--- config.mk ---
export PLATFORM = sky130hd
export DESIGN_NAME = fifo_flags_flat
export DESIGN_NICKNAME = d
export VERILOG_FILES = /design/src/rtl/fifo_flags_if.sv /design/src/rtl/fifo_flags.sv /design/src/flat_wrapper.sv
export SDC_FILE = /design/constraint.sdc
export NUM_CORES = 1
export LEC_CHECK = 0
export CAP_MARGIN = 20
export CORE_ASPECT_RATIO = 0.5
export CORE_MARGIN = 2
export CORE_UTILIZATION = 61
export DETAILED_ROUTE_END_ITERATION = 16
export PLACE_DENSITY = 0.82
export SLEW_MARGIN = 25
export SYNTH_ARGS = -nofsm -noshare
export SYNTH_HDL_FRONTEND = slang
export SYNTH_SLANG_ARGS = --single-unit
--- constraint.sdc ---
create_clock -name clk -period 10.35 [get_ports clk]
set_input_delay 2.07 -clock clk [delete_from_list [all_inputs] [get_ports clk]]
set_output_delay 2.07 -clock clk [all_outputs]
set_load 0.01 [all_outputs]
--- src/rtl/fifo_flags_if.sv ---
// Producer/consumer bundle for fifo_flags: write/read handshake, read data and status.
// The FIFO side takes the slave modport; the driving block takes master.
interface fifo_flags_if #(
  parameter int DEPTH = 8,
  parameter int WIDTH = 32
);
  localparam int CW = $clog2(DEPTH) + 1;

  logic             wr;
  logic [WIDTH-1:0] wr_data;
  logic             rd;
  logic [WIDTH-1:0] rd_data;
  logic             rd_valid;
  logic             empty;
  logic             full;
  logic             almost_empty;
  logic             almost_full;
  logic [CW-1:0]    count;
  logic             overflow;
  logic             underflow;
  logic             clr_err;

  modport master (
    output wr, wr_data, rd, clr_err,
    input  rd_data, rd_valid, empty, full, almost_empty, almost_full,
           count, overflow, underflow
  );

  modport slave (
    input  wr, wr_data, rd, clr_err,
    output rd_data, rd_valid, empty, full, almost_empty, almost_full,
           count, overflow, underflow
  );
endinterface

--- src/rtl/fifo_flags.sv ---
// Single-clock FIFO with occupancy, almost flags and sticky errors; FWFT (0-cycle) or registered read (1 cycle).
// Writes to a full FIFO are dropped unless a read pops in the same cycle; reads of an empty FIFO are dropped.
module fifo_flags #(
  parameter int DEPTH      = 8,
  parameter int WIDTH      = 32,
  parameter int AFULL_LVL  = DEPTH - 2,
  parameter int AEMPTY_LVL = 2,
  parameter int FWFT       = 1
) (
  input  logic         clk,
  input  logic         rst,
  fifo_flags_if.slave  bus
);
  localparam int AW = $clog2(DEPTH);
  localparam int CW = AW + 1;
  localparam logic [CW-1:0] DEPTH_C  = CW'(DEPTH);
  localparam logic [CW-1:0] AFULL_C  = CW'(AFULL_LVL);
  localparam logic [CW-1:0] AEMPTY_C = CW'(AEMPTY_LVL);

  logic [WIDTH-1:0] mem [DEPTH];

  logic [CW-1:0] wrptr_q, wrptr_d;
  logic [CW-1:0] rdptr_q, rdptr_d;
  logic [CW-1:0] count_q, count_d;
  logic          overflow_q, overflow_d;
  logic          underflow_q, underflow_d;

  logic          empty;
  logic          full;
  logic          rd_acc;
  logic          wr_acc;
  logic [AW-1:0] wr_idx;
  logic [AW-1:0] rd_idx;

  assign empty  = (count_q == '0);
  assign full   = (count_q == DEPTH_C);
  assign wr_idx = wrptr_q[AW-1:0];
  assign rd_idx = rdptr_q[AW-1:0];

  // A pop in the same cycle frees a slot, so a full FIFO still accepts the write.
  assign rd_acc = bus.rd & ~empty;
  assign wr_acc = bus.wr & (~full | rd_acc);

  always_comb begin
    wrptr_d     = wrptr_q;
    rdptr_d     = rdptr_q;
    count_d     = count_q;
    overflow_d  = overflow_q & ~bus.clr_err;
    underflow_d = underflow_q & ~bus.clr_err;
    if (wr_acc) wrptr_d = wrptr_q + 1'b1;
    if (rd_acc) rdptr_d = rdptr_q + 1'b1;
    count_d = count_q + CW'(wr_acc) - CW'(rd_acc);
    if (bus.wr & ~wr_acc) overflow_d = 1'b1;
    if (bus.rd & ~rd_acc) underflow_d = 1'b1;
  end

  always_ff @(posedge clk) begin
    if (rst) begin
      wrptr_q     <= '0;
      rdptr_q     <= '0;
      count_q     <= '0;
      overflow_q  <= 1'b0;
      underflow_q <= 1'b0;
    end else begin
      wrptr_q     <= wrptr_d;
      rdptr_q     <= rdptr_d;
      count_q     <= count_d;
      overflow_q  <= overflow_d;
      underflow_q <= underflow_d;
    end
  end

  always_ff @(posedge clk) begin
    if (wr_acc && !rst) mem[wr_idx] <= bus.wr_data;
  end

  assign bus.empty        = empty;
  assign bus.full         = full;
  assign bus.almost_empty = (count_q <= AEMPTY_C);
  assign bus.almost_full  = (count_q >= AFULL_C);
  assign bus.count        = count_q;
  assign bus.overflow     = overflow_q;
  assign bus.underflow    = underflow_q;

  generate
    if (FWFT != 0) begin : g_fwft
      assign bus.rd_data  = mem[rd_idx];
      assign bus.rd_valid = ~empty;
    end else begin : g_reg
      logic [WIDTH-1:0] rd_data_q, rd_data_d;
      logic             rd_valid_q, rd_valid_d;

      // rdptr never equals wrptr while non-empty, so this read never races a write.
      always_comb begin
        rd_data_d  = rd_data_q;
        rd_valid_d = rd_acc;
        if (rd_acc) rd_data_d = mem[rd_idx];
      end

      always_ff @(posedge clk) begin
        if (rst) begin
          rd_data_q  <= '0;
          rd_valid_q <= 1'b0;
        end else begin
          rd_data_q  <= rd_data_d;
          rd_valid_q <= rd_valid_d;
        end
      end

      assign bus.rd_data  = rd_data_q;
      assign bus.rd_valid = rd_valid_q;
    end
  endgenerate
endmodule

--- src/flat_wrapper.sv ---
// flat-port wrapper written by rule: the top's interface ports become plain ports
module fifo_flags_flat 
#(
  parameter int DEPTH      = 8,
  parameter int WIDTH      = 32,
  parameter int AFULL_LVL  = DEPTH - 2,
  parameter int AEMPTY_LVL = 2,
  parameter int FWFT       = 1
)
  (clk, rst, bus_wr, bus_wr_data, bus_rd, bus_clr_err, bus_rd_data, bus_rd_valid, bus_empty, bus_full, bus_almost_empty, bus_almost_full, bus_count, bus_overflow, bus_underflow);
  fifo_flags_if #(.DEPTH(DEPTH), .WIDTH(WIDTH)) bus_i ();
  input  logic clk;
  input  logic rst;
  input wire logic [$bits(bus_i.wr)-1:0] bus_wr;
  input wire logic [$bits(bus_i.wr_data)-1:0] bus_wr_data;
  input wire logic [$bits(bus_i.rd)-1:0] bus_rd;
  input wire logic [$bits(bus_i.clr_err)-1:0] bus_clr_err;
  output wire logic [$bits(bus_i.rd_data)-1:0] bus_rd_data;
  output wire logic [$bits(bus_i.rd_valid)-1:0] bus_rd_valid;
  output wire logic [$bits(bus_i.empty)-1:0] bus_empty;
  output wire logic [$bits(bus_i.full)-1:0] bus_full;
  output wire logic [$bits(bus_i.almost_empty)-1:0] bus_almost_empty;
  output wire logic [$bits(bus_i.almost_full)-1:0] bus_almost_full;
  output wire logic [$bits(bus_i.count)-1:0] bus_count;
  output wire logic [$bits(bus_i.overflow)-1:0] bus_overflow;
  output wire logic [$bits(bus_i.underflow)-1:0] bus_underflow;
  assign bus_i.wr = bus_wr;
  assign bus_i.wr_data = bus_wr_data;
  assign bus_i.rd = bus_rd;
  assign bus_i.clr_err = bus_clr_err;
  assign bus_rd_data = bus_i.rd_data;
  assign bus_rd_valid = bus_i.rd_valid;
  assign bus_empty = bus_i.empty;
  assign bus_full = bus_i.full;
  assign bus_almost_empty = bus_i.almost_empty;
  assign bus_almost_full = bus_i.almost_full;
  assign bus_count = bus_i.count;
  assign bus_overflow = bus_i.overflow;
  assign bus_underflow = bus_i.underflow;
  fifo_flags #(.DEPTH(DEPTH), .WIDTH(WIDTH), .AFULL_LVL(AFULL_LVL), .AEMPTY_LVL(AEMPTY_LVL), .FWFT(FWFT)) u_core (.clk(clk), .rst(rst), .bus(bus_i));
endmodule
[After elaboration in Yosys (flattened, before gate mapping)]
Memories as Yosys holds them, arrays and structs flattened. A register that Yosys moved wholly into a read port is not among the register bits.
Index checks and enable logic that the tools add are counted.
Cells by class
  add/subtract/negate cells: 4
  magnitude comparators: 2
  equal/unequal tests: 1
  muxes and demuxes: 6
  bitwise logic cells: 12
  reductions and logical operators: 3
Operator list (number)
  $add A4 B1 Y4 const B: 2
  $and A1 B1 Y1: 6
  $mux W3: 2
  $not A1 Y1: 5
  $add A4 B1 Y4: 1
  $eq A4 B4 Y1 const B: 1
  $ge A4 B3 Y1 const B: 1
  $le A4 B2 Y1 const B: 1
  $logic_not A4 Y1: 1
  $mux W1: 4
  $sub A4 B1 Y4: 1
  $logic_and A1 B1 Y1: 1
  $logic_not A1 Y1: 1
  $or A1 B1 Y1: 1
Storage, ports and cells
  register bits: 14
  memory bits (writable): 256
  input bits: 37
  output and inout bits: 43
  word-level logic and storage cells: 34
  memories: 1
Memory list
  u_core.mem: words 8, bits a word 32, read ports 1, clocked after memory_dff 1, write ports 1, RTL line fifo_flags.sv:20  | logic [WIDTH-1:0] mem [DEPTH];

[Logic depth before layout (Yosys ltp)]
  depth in word-level cells: 8
  gate-level depth with buffers: 13
  gate-level depth less buffers: 12

[Least setup slack after synthesis]
No wires, ideal clock.
  path type: input port to flip-flop
  start: input bus_rd
  end: memory u_core.mem[0][0], enable pin
  setup time: 0.513 ns
  data arrival time: 5.923 ns
  required time: 9.837 ns
  path slack: 3.914 ns
  stages on the path: 3
  buffers on the path: 0
  path through: nor2b_1 o21ai_1 nor4b_1
On the way
  word-level cells in the longest chain between the ends: 6
Ends and longest elaborated chain
  start, declared: RTL line flat_wrapper.sv:16  | input wire logic [$bits(bus_i.rd)-1:0] bus_rd;
  $and A1 B1 Y1: RTL line fifo_flags.sv:41  | assign rd_acc = bus.rd & ~empty;
  $or A1 B1 Y1: RTL line fifo_flags.sv:42  | assign wr_acc = bus.wr & (~full | rd_acc);
  $and A1 B1 Y1: RTL line fifo_flags.sv:42
  $logic_and A1 B1 Y1: RTL line fifo_flags.sv:74  | if (wr_acc && !rst) mem[wr_idx] <= bus.wr_data;
  $mux W1: RTL line fifo_flags.sv:74
  $mux W1 (implied by the code): RTL line fifo_flags.sv:74
  end, declared: RTL line fifo_flags.sv:20
Every way passes these cells.

==> out/metrics.yaml <==
die_y_um: 97.6
ctsHtreeMaxLevel: 1
cts_made_buffers: 23
io-pin-count: 80
via_count: 5077
clk_latency_ns: 0.50
slew_violations: 0
reg2reg_slack_ns: 7.60
hold_buffers: 0
relSlewSlack_pct: 31.5
io_buffers: 79
pwr-share-clk_pct: 29.2
cts_root_buf: "clkbuf_16"
fillCellCount: 997
grt_overflow: 0
start_util_pct: 61.9
dp_cells: 782
dpl.hpwl_um: 11000
cts.sinks: 271
gp_congestion: 0.743
netlist_area_um2: 10700
ff_latch_area_um2: 7990
post_cts_resized: 0
synth_top_cell_by_area: "edfxtp_1"
p_sw_share_pct: 24.7
synth.avg_cell_area_um2: 22.3
peakVddDrop_mv: 0.165
first_pass_iters: 5
grt_max_degree: 65
cp-start-kind: "flip-flop"
fin_skew_ns: 0.0121
crit_type: "flip-flop to output pin"
wl_per_cell_um: 24.4
drv_cap: 0
hold_viol: 0
cts_tree: "done"
ant_nets: 0
core_um2: 17300
yosysSeqAreaShare_pct: 74.8
fmax_mhz: 187
grt_antenna_before_repair: 0
cts_setup_buffers: 0
seqPwrFrac_pct: 50.1
switching_power_w: 0.000648
crit_arrival_ns: 3.28
tightest_slew_ns: 1.03
nets: 623
dieArea_um2: 18700
area_delta_synth_final_pct: 16.9
synth_edf_count: 256
track_usage_pct: 21.8
synth.area.top_cells: "edfxtp_1 (72%), mux4_1 (9.8%), mux4_2 (5.1%), mux2_2 (3.6%), dfxtp_1 (2.8%)"
viasPerCell: 6.16
die_width_um: 191
fin_cells: 824
p_leak_nw: 3.98
first_global_vias: 5168
ys.flop_type: "edfxtp_1"
setup_tns_ns: 0
fp-row-count: 34
synth_top_area_share_pct: 72.0
cp.required_ns: 8.28
drc_errors: 0
power_density_nw_per_um2: 210
synth_cell_types: 43
async_reset_ff_share_pct: 0
setup_viol: 0
grt_pass1_wl_um: 30000
power_frac_comb_pct: 20.7
synthesis.nets: 528
fin_crit_sh_pct: 51.7
min_path_type: "flip-flop to flip-flop"
clk_pin_slew_worst_paths_ns: 0.07
multi_input_area_um2: 2550
route.final.wire_length_um: 20100
clockBufferDepth: 3
ys_ff_latch: 271
syn-instance-count: 480
period_minus_slack_ns: 5.35
endpoint_kind: "output pin"
grt_setup_unrepaired: "no"
cp_max_fo: 54
p_int_w: 0.00197
status: "finished clean"
drive_above_1_share_pct: 19.8
drt_iter0_markers: 454
yosysWarnings: 0
n_antenna_cell: 0
## power by group through the flow
stage	logic (W)	clock network, W	registers, W
finish	0.000542	0.000765	0.00131
global route	0.000582	0.000816	0.00132
CTS	0.000547	0.000778	0.00132
detailed placement	0.000539	0	0.00134
global placement	0.000528	0	0.00133
floorplan	0.000339	0	0.00131
## worst paths after layout
check / from / to / depth (start not counted)
worst min-delay path: u_core.bus.overflow / u_core.bus.overflow / 2
worst max register to register: u_core.bus.count[2] / u_core.mem[3][28] / 6
worst min register to register: u_core.bus.overflow / u_core.bus.overflow / 2
worst max-delay path: flip-flop / bus_rd_data[29] / 4
## worst max-delay path: stages, from the launching register on
cell and delay (ns):
dfxtp_4 0.47, buf_4 0.77, mux4_1 0.73, mux2_2 0.31, clkdlybuf4s50_1 0.48
## Yosys cell counts, types with 2 or more instances
| cell type | instances |
|---|---|
| a21oi_1 | 4 |
| buf_1 | 3 |
| buf_2 | 7 |
| buf_6 | 7 |
| clkbuf_1 | 6 |
| dfxtp_1 | 15 |
| edfxtp_1 | 256 |
| ha_1 | 10 |
| inv_1 | 11 |
| mux2_2 | 34 |
| mux4_1 | 40 |
| mux4_2 | 24 |
| nand2_1 | 11 |
| nand2b_1 | 3 |
| nand3_1 | 2 |
| nand4_1 | 2 |
| nor2_1 | 10 |
| nor2b_1 | 6 |
| nor3_1 | 3 |
| nor4_1 | 2 |
| o211ai_1 | 2 |
## cell families after synthesis
| logic type | share of synthesized area, % |
|---|---|
| DFF | 74.8 |
| muxes | 18.6 |
| and+or+nand+nor | 2.35 |
| buffers and inverters | 1.84 |
| AOI/OAI and AO/OA | 1.02 |
| adders and majority gates | 1.36 |
| xor gates and xnor gates | 0.0820 |
## sequential cells by signal, indices dropped and copies added, names as in the netlist, named ones only
register              count
u_core.rdptr_q            3
u_core.bus.overflow       1
u_core.bus.count          4
u_core.bus.underflow      1
u_core.wrptr_q            3
u_core.mem              256
## per-layer routing
metal	global-route usage, %	vias up	share of wire, %
li1	-	2213	-
met1	31.5	2646	43
met2	35.2	186	50
met3	3.39	32	4.9
met4	6.92	0	2.4
met5	0	-	0
## stage by stage
step	setup slack, ns	hold slack [ns]	instance area [um2]	total power (W)	utilization (%)
detailed placement	5.52	0.459	11800	0.00188	68.2
global placement	5.53	0.443	11800	0.00186	68.1
global route	4.84	0.500	12500	0.00272	72.3
finish	5.00	0.471	12500	0.00262	72.3
CTS	4.93	0.475	12400	0.00264	72.0
floorplan	3.91	0.454	10700	0.00164	-
## layout by cell type (no fill, tap or decap), types with 3 or more instances in the layout
| cell | n |
|---|---|
| a21oi_1 | 4 |
| buf_4 | 11 |
| clkbuf_1 | 5 |
| clkbuf_16 | 23 |
| clkdlybuf4s50_1 | 79 |
| clkinv_1 | 5 |
| clkinv_2 | 7 |
| dfxtp_1 | 12 |
| edfxtp_1 | 256 |
| ha_1 | 10 |
| inv_1 | 11 |
| mux2_2 | 34 |
| mux4_1 | 40 |
| mux4_2 | 24 |
| nand2_1 | 11 |
| nand2b_1 | 3 |
| nor2_1 | 7 |
| nor2_4 | 3 |
| nor2b_1 | 6 |
| nor3_2 | 3 |
## layout make-up
type	instances	area share (%)
multi-input cells	173	20.4
flip-flops and latches	271	64.0
clock buffers	28	4.76
well taps	234	2.35
repair buffers	93	7.60
clock inverters	12	0.461
inverters	13	0.391
Note: power is estimated with default switching activity, not from simulation.
